<file path="src/rtl/cacheline_burst_adapter_if.sv">
// Cache-line / memory-burst signal bundle for cacheline_burst_adapter.
// slave = adapter view, master = cache + memory environment view.
interface cacheline_burst_adapter_if #(
  parameter int s_line  = 256,
  parameter int s_burst = 64
);
  logic               line_read;
  logic               line_write;
  logic [31:0]        line_address;
  logic [s_line-1:0]  line_wdata;
  logic [s_line-1:0]  line_rdata;
  logic               line_resp;
  logic               mem_read;
  logic               mem_write;
  logic [31:0]        mem_address;
  logic [s_burst-1:0] mem_wdata;
  logic [s_burst-1:0] mem_rdata;
  logic               mem_resp;

  modport slave (
    input  line_read,
    input  line_write,
    input  line_address,
    input  line_wdata,
    output line_rdata,
    output line_resp,
    output mem_read,
    output mem_write,
    output mem_address,
    output mem_wdata,
    input  mem_rdata,
    input  mem_resp
  );

  modport master (
    output line_read,
    output line_write,
    output line_address,
    output line_wdata,
    input  line_rdata,
    input  line_resp,
    input  mem_read,
    input  mem_write,
    input  mem_address,
    input  mem_wdata,
    output mem_rdata,
    output mem_resp
  );
endinterface

</file>
<file path="src/rtl/cacheline_burst_adapter.sv">
// Splits cache-line reads/writes into s_line/s_burst memory beats.
// Define CACHELINE_BURST_ADAPTER_ALIGN_EN to line-align the latched address.
module cacheline_burst_adapter #(
  parameter int s_line   = 256,
  parameter int s_burst  = 64,
  parameter int s_offset = 5
) (
  input  logic clk,
  input  logic rst,
  cacheline_burst_adapter_if.slave bus
);
  localparam int BEATS = s_line / s_burst;
  localparam int CW    = (BEATS > 1) ? $clog2(BEATS) : 1;
  localparam logic [CW-1:0] LAST = CW'(BEATS - 1);

  if (s_offset < 1 || s_offset > 31 ||
      (s_line % s_burst) != 0) begin : g_cfg_err
    $error("cacheline_burst_adapter: bad geometry");
  end

  typedef enum logic [1:0] {
    IDLE,
    READ,
    WRITE,
    DONE
  } state_t;

  state_t r_state;
  state_t w_state_nxt;

  logic [CW-1:0] r_cnt;
  logic [CW-1:0] w_cnt_nxt;
  logic [31:0]   r_addr;
  logic [31:0]   w_addr_in;
  logic          w_lat_rd;
  logic          w_lat_wr;
  logic          w_beat;

  logic [BEATS-1:0][s_burst-1:0] r_wdata;
  logic [BEATS-1:0][s_burst-1:0] r_rdata;

`ifdef CACHELINE_BURST_ADAPTER_ALIGN_EN
  assign w_addr_in = {
    bus.line_address[31:s_offset],
    {s_offset{1'b0}}
  };
`else
  assign w_addr_in = bus.line_address;
`endif

  assign bus.line_rdata = r_rdata;

  always_ff @(posedge clk) begin
    if (rst) begin
      r_state <= IDLE;
      r_cnt   <= '0;
    end else begin
      r_state <= w_state_nxt;
      r_cnt   <= w_cnt_nxt;
    end
  end

  always_comb begin
    w_state_nxt     = r_state;
    w_cnt_nxt       = r_cnt;
    w_lat_rd        = 1'b0;
    w_lat_wr        = 1'b0;
    w_beat          = 1'b0;
    bus.line_resp   = 1'b0;
    bus.mem_read    = 1'b0;
    bus.mem_write   = 1'b0;
    bus.mem_address = '0;
    bus.mem_wdata   = '0;
    unique case (r_state)
      IDLE: begin
        // read takes priority over a simultaneous write-back
        if (bus.line_read) begin
          w_lat_rd    = 1'b1;
          w_cnt_nxt   = '0;
          w_state_nxt = READ;
        end else if (bus.line_write) begin
          w_lat_wr    = 1'b1;
          w_cnt_nxt   = '0;
          w_state_nxt = WRITE;
        end
      end
      READ, WRITE: begin
        bus.mem_read    = (r_state == READ);
        bus.mem_write   = (r_state == WRITE);
        bus.mem_address = r_addr;
        if (r_state == WRITE) begin
          bus.mem_wdata = r_wdata[r_cnt];
        end
        if (bus.mem_resp) begin
          w_beat = 1'b1;
          if (r_cnt == LAST) begin
            w_cnt_nxt   = '0;
            w_state_nxt = DONE;
          end else begin
            w_cnt_nxt = r_cnt + CW'(1);
          end
        end
      end
      DONE: begin
        bus.line_resp = 1'b1;
        w_state_nxt   = IDLE;
      end
      default: begin
        w_state_nxt = IDLE;
      end
    endcase
  end

  always_ff @(posedge clk) begin
    if (rst) begin
      r_addr  <= '0;
      r_wdata <= '0;
      r_rdata <= '0;
    end else begin
      if (w_lat_rd || w_lat_wr) begin
        r_addr <= w_addr_in;
      end
      if (w_lat_wr) begin
        r_wdata <= bus.line_wdata;
      end
      if (w_beat && r_state == READ) begin
        r_rdata[r_cnt] <= bus.mem_rdata;
      end
    end
  end
endmodule

</file>
<file path="src/flat_wrapper.sv">
// flat-port wrapper written by rule: the top's interface ports become plain ports
module cacheline_burst_adapter_flat 
#(
  parameter int s_line   = 256,
  parameter int s_burst  = 64,
  parameter int s_offset = 5
)
  (clk, rst, bus_line_read, bus_line_write, bus_line_address, bus_line_wdata, bus_line_rdata, bus_line_resp, bus_mem_read, bus_mem_write, bus_mem_address, bus_mem_wdata, bus_mem_rdata, bus_mem_resp);
  cacheline_burst_adapter_if #(.s_line(s_line), .s_burst(s_burst)) bus_i ();
  input  logic clk;
  input  logic rst;
  input wire logic [$bits(bus_i.line_read)-1:0] bus_line_read;
  input wire logic [$bits(bus_i.line_write)-1:0] bus_line_write;
  input wire logic [$bits(bus_i.line_address)-1:0] bus_line_address;
  input wire logic [$bits(bus_i.line_wdata)-1:0] bus_line_wdata;
  output wire logic [$bits(bus_i.line_rdata)-1:0] bus_line_rdata;
  output wire logic [$bits(bus_i.line_resp)-1:0] bus_line_resp;
  output wire logic [$bits(bus_i.mem_read)-1:0] bus_mem_read;
  output wire logic [$bits(bus_i.mem_write)-1:0] bus_mem_write;
  output wire logic [$bits(bus_i.mem_address)-1:0] bus_mem_address;
  output wire logic [$bits(bus_i.mem_wdata)-1:0] bus_mem_wdata;
  input wire logic [$bits(bus_i.mem_rdata)-1:0] bus_mem_rdata;
  input wire logic [$bits(bus_i.mem_resp)-1:0] bus_mem_resp;
  assign bus_i.line_read = bus_line_read;
  assign bus_i.line_write = bus_line_write;
  assign bus_i.line_address = bus_line_address;
  assign bus_i.line_wdata = bus_line_wdata;
  assign bus_line_rdata = bus_i.line_rdata;
  assign bus_line_resp = bus_i.line_resp;
  assign bus_mem_read = bus_i.mem_read;
  assign bus_mem_write = bus_i.mem_write;
  assign bus_mem_address = bus_i.mem_address;
  assign bus_mem_wdata = bus_i.mem_wdata;
  assign bus_i.mem_rdata = bus_mem_rdata;
  assign bus_i.mem_resp = bus_mem_resp;
  cacheline_burst_adapter #(.s_line(s_line), .s_burst(s_burst), .s_offset(s_offset)) u_core (.clk(clk), .rst(rst), .bus(bus_i));
endmodule
</file>
<file path="config.mk">
export PLATFORM = sky130hd
export DESIGN_NAME = cacheline_burst_adapter_flat
export DESIGN_NICKNAME = d
export VERILOG_FILES = /design/src/rtl/cacheline_burst_adapter_if.sv /design/src/rtl/cacheline_burst_adapter.sv /design/src/flat_wrapper.sv
export SDC_FILE = /design/constraint.sdc
export NUM_CORES = 1
export LEC_CHECK = 0
export ABC_AREA = 1
export CELL_PAD_IN_SITES_DETAIL_PLACEMENT = 1
export CELL_PAD_IN_SITES_GLOBAL_PLACEMENT = 2
export CORE_MARGIN = 2
export CORE_UTILIZATION = 25
export DETAILED_ROUTE_END_ITERATION = 16
export GPL_TIMING_DRIVEN = 0
export PLACE_DENSITY_LB_ADDON = 0.1
export SYNTH_ARGS = -nofsm -noshare
export SYNTH_HDL_FRONTEND = slang
export SYNTH_SLANG_ARGS = --single-unit
</file>
<file path="constraint.sdc">
create_clock -name clk -period 2.1 [get_ports clk]
set_input_delay 0.315 -clock clk [delete_from_list [all_inputs] [get_ports clk]]
set_output_delay 0.315 -clock clk [all_outputs]
set_load 0.02 [all_outputs]
</file>
==> results_dict.tcl <==
set metrics [dict create \
    hpwl_microns 83530 \
    cp-end-kind "output port" \
    first_iter_violations 812 \
    synth-seq-cells 548 \
    relSlewSlack_pct 52.18 \
    startpoint_type "register" \
    yosysSeqAreaShare_pct 50.52 \
    critical_path_class "register to output port" \
    io_pins 712 \
    critical_path_buf_inv_count 4 \
    finalInstanceArea_sq_mm 0.03474 \
    setup_ws_ps -337.0 \
    post-route-period-util_pct 116.0 \
    nFillCells 10273 \
    dr.pass1.iters 5 \
    arrival_ps 2120 \
    multi_input_area_sq_mm 0.009535 \
    wl_per_cell_microns 21.23 \
    h-tree-depth 3 \
    cp.required_ps 1780 \
    max_stage_delay_ps 360 \
    route.vias.total 22762 \
    postLayoutCoreUtil_pct 40.17 \
    final_max_slew_viol_count 0 \
    cp_max_fo 6 \
    syn-num-nets 3360 \
    yosysUniqueCellTypes 19 \
    ctsHoldBuffers 0 \
    ys_top_cells_by_count "nor2_1 (848), o21ai_0 (655), dfxtp_1 (548)" \
    io_buffers 710 \
    timing.fmax_mhz 410.3 \
    synth_top_area_share_pct 50.52 \
    critPathTopFamily "buffers and inverters" \
    drive_above_1_share_pct 14.66 \
    worst_hold_slack_ps 272.6 \
    ant_nets 0 \
    ys_warn_count 0 \
    fp.dieH_microns 298.7 \
    finalHoldViolations 0 \
    critPathSlowestCell "dfxtp_4" \
    row_count 108 \
    clock_path_buffers 3 \
    root_buffer "clkbuf_16" \
    seq_area_sq_mm 0.01098 \
    path_clk_slew_ps 60 \
    fin_worst_skew_ps 24.07 \
    syn_to_final_growth_pct 59.97 \
    synth_most_common_cell "nor2_1" \
    cellLeakagePower_nw 12.86 \
    wl_microns 106700 \
    ys.flop_type "dfxtp_1" \
    ys_async_sr_fraction_pct 0 \
    place.gp.congestion 0.8324 \
    setup_violations 96 \
    grt_remaining_overflow 0 \
    core_area_sq_mm 0.08648 \
    synthCells 2993 \
    final_nets 4174 \
    clk_latency_ps 600 \
    dieArea_sq_mm 0.08924 \
    cts.sinks 548 \
    ys_top_cells_by_area "dfxtp_1 (51%), o21ai_0 (15%), nor2_1 (15%)" \
    rsz0062_at_grt "yes" \
    grt_pass1_vias 24117 \
    fin_crit_ps 2437 \
    status "complete, but fails checks" \
    grt_max_degree 13 \
    violations "setup timing" \
    cts_tree "yes" \
    cts_buffers 69 \
    cap_violations 0 \
    antenna_found_initial 42 \
    initial_core_util_pct 25.11 \
    die_w_microns 298.7 \
    yosysTopAreaCell "dfxtp_1" \
    peakVddDrop_mv 0.5771 \
    tightest_slew_ps 717.3 \
    via_per_inst 4.527 \
    syn_avg_cell_area_sq_um 7.256 \
    crit_path_cell_trace "inv_4 > ha_4 > buf_12 > nand2_8 > clkbuf_16 > a21oi_4 > buf_6" \
    synth_edf_count 0 \
    worstHoldPathType "input port to register" \
    dpl_cell_area_sq_mm 0.03027 \
    grt.total_usage_pct 23.14 \
    powerDensity_mw_per_mm2 1171 \
    drc 0 \
    grt_pass1_wl_microns 154600 \
    synth_area_sq_mm 0.02172 \
]
[where the power goes]
part,leakage (nW),internal [mW],switching (mW)
Clock,1.17,7.44,4.80
Sequential,4.47,11.9,0.905
Combinational,7.21,6.40,9.19
Total,12.9,25.8,14.9
[worst paths after layout]
check,startpoint,end,slack (ps),depth (start not counted)
min reg2reg,u_core.bus.line_rdata[120],u_core.bus.line_rdata[120],440,2
min,bus_mem_resp,u_core.r_state[1],270,5
max reg2reg,u_core.r_cnt[0],u_core.bus.line_rdata[40],50,11
max,u_core.r_state[0],bus_mem_wdata[23],-340,7
[cell families after synthesis]
logic type,count (synthesis),synth area share (%)
compound gates,994,22.92
fa+ha+maj,10,0.5761
buf+inv,536,10.27
flops,548,50.52
simple gates,905,15.72
[through the flow]
step                      total power [mW]  setup slack (ps)  instances  setup TNS (ps)
after floorplan                      19.56             97.38       2993               0
after global placement               24.68             -1316       4858         -144760
after detailed placement             25.00             -1372       4858         -171400
after CTS                            40.58            -391.6       5010          -26600
after global routing                 43.07            -392.2       5023          -29280
final                                40.68            -337.0       5028          -22470
[worst register-to-register path: stages, from the launching register on]
cell      delay, ps
dfxtp_2         330
buf_12          150
inv_6           100
buf_12          140
buf_12          140
buf_12          160
ha_2            210
nand3_4         110
buf_4           190
clkbuf_4        190
o21ai_1         150
a21oi_1          60
[repair_timing]
action / 4_1_cts / 5_1_grt
gates resized for setup: 978 / 225
buffers inserted: 16 / 6
pin swaps: 15 / 12
gates cloned: 13 / 3
setup endpoints to repair: 298 / 267
hold endpoints to repair: 0 / 0
[state kept, by name, indices dropped and copies added (netlist names)]
signal / cells
u_core.r_state: 2
u_core.r_cnt: 2
u_core.r_addr: 32
u_core.bus.line_rdata: 256
u_core.r_wdata: 256
[layout by cell type, fill, tap and decap left out, types with 55 or more instances in the layout]
master,instances
a21oi_1,258
a21oi_4,55
buf_2,55
buf_6,107
clkbuf_1,93
clkbuf_16,85
clkdlybuf4s50_1,611
dfxtp_1,544
inv_1,273
nor2_1,837
o21ai_0,482
o21ai_1,152
[per-layer routing]
| metal | vias to the layer above | share of wire [%] | track usage, % |
|---|---|---|---|
| li1 | 11232 | - | - |
| met1 | 10731 | 39 | 25.65 |
| met2 | 556 | 51 | 42.06 |
| met3 | 191 | 6.5 | 6.688 |
| met4 | 52 | 3.0 | 7.893 |
| met5 | - | 0.30 | 0 |
[area by class of cell]
| cell class | instances | area share (%) |
|---|---|---|
| timing repair buffer | 742 | 22.16 |
| tap | 1155 | 4.160 |
| multi-input combinational | 1911 | 27.45 |
| sequential | 548 | 31.61 |
| buffer | 231 | 4.448 |
| clock inverter | 18 | 0.5510 |
| inverter | 304 | 3.313 |
| antenna | 13 | 0.09364 |
| clock buffer | 106 | 6.209 |
No activity file was read; power rests on OpenSTA's default activity.
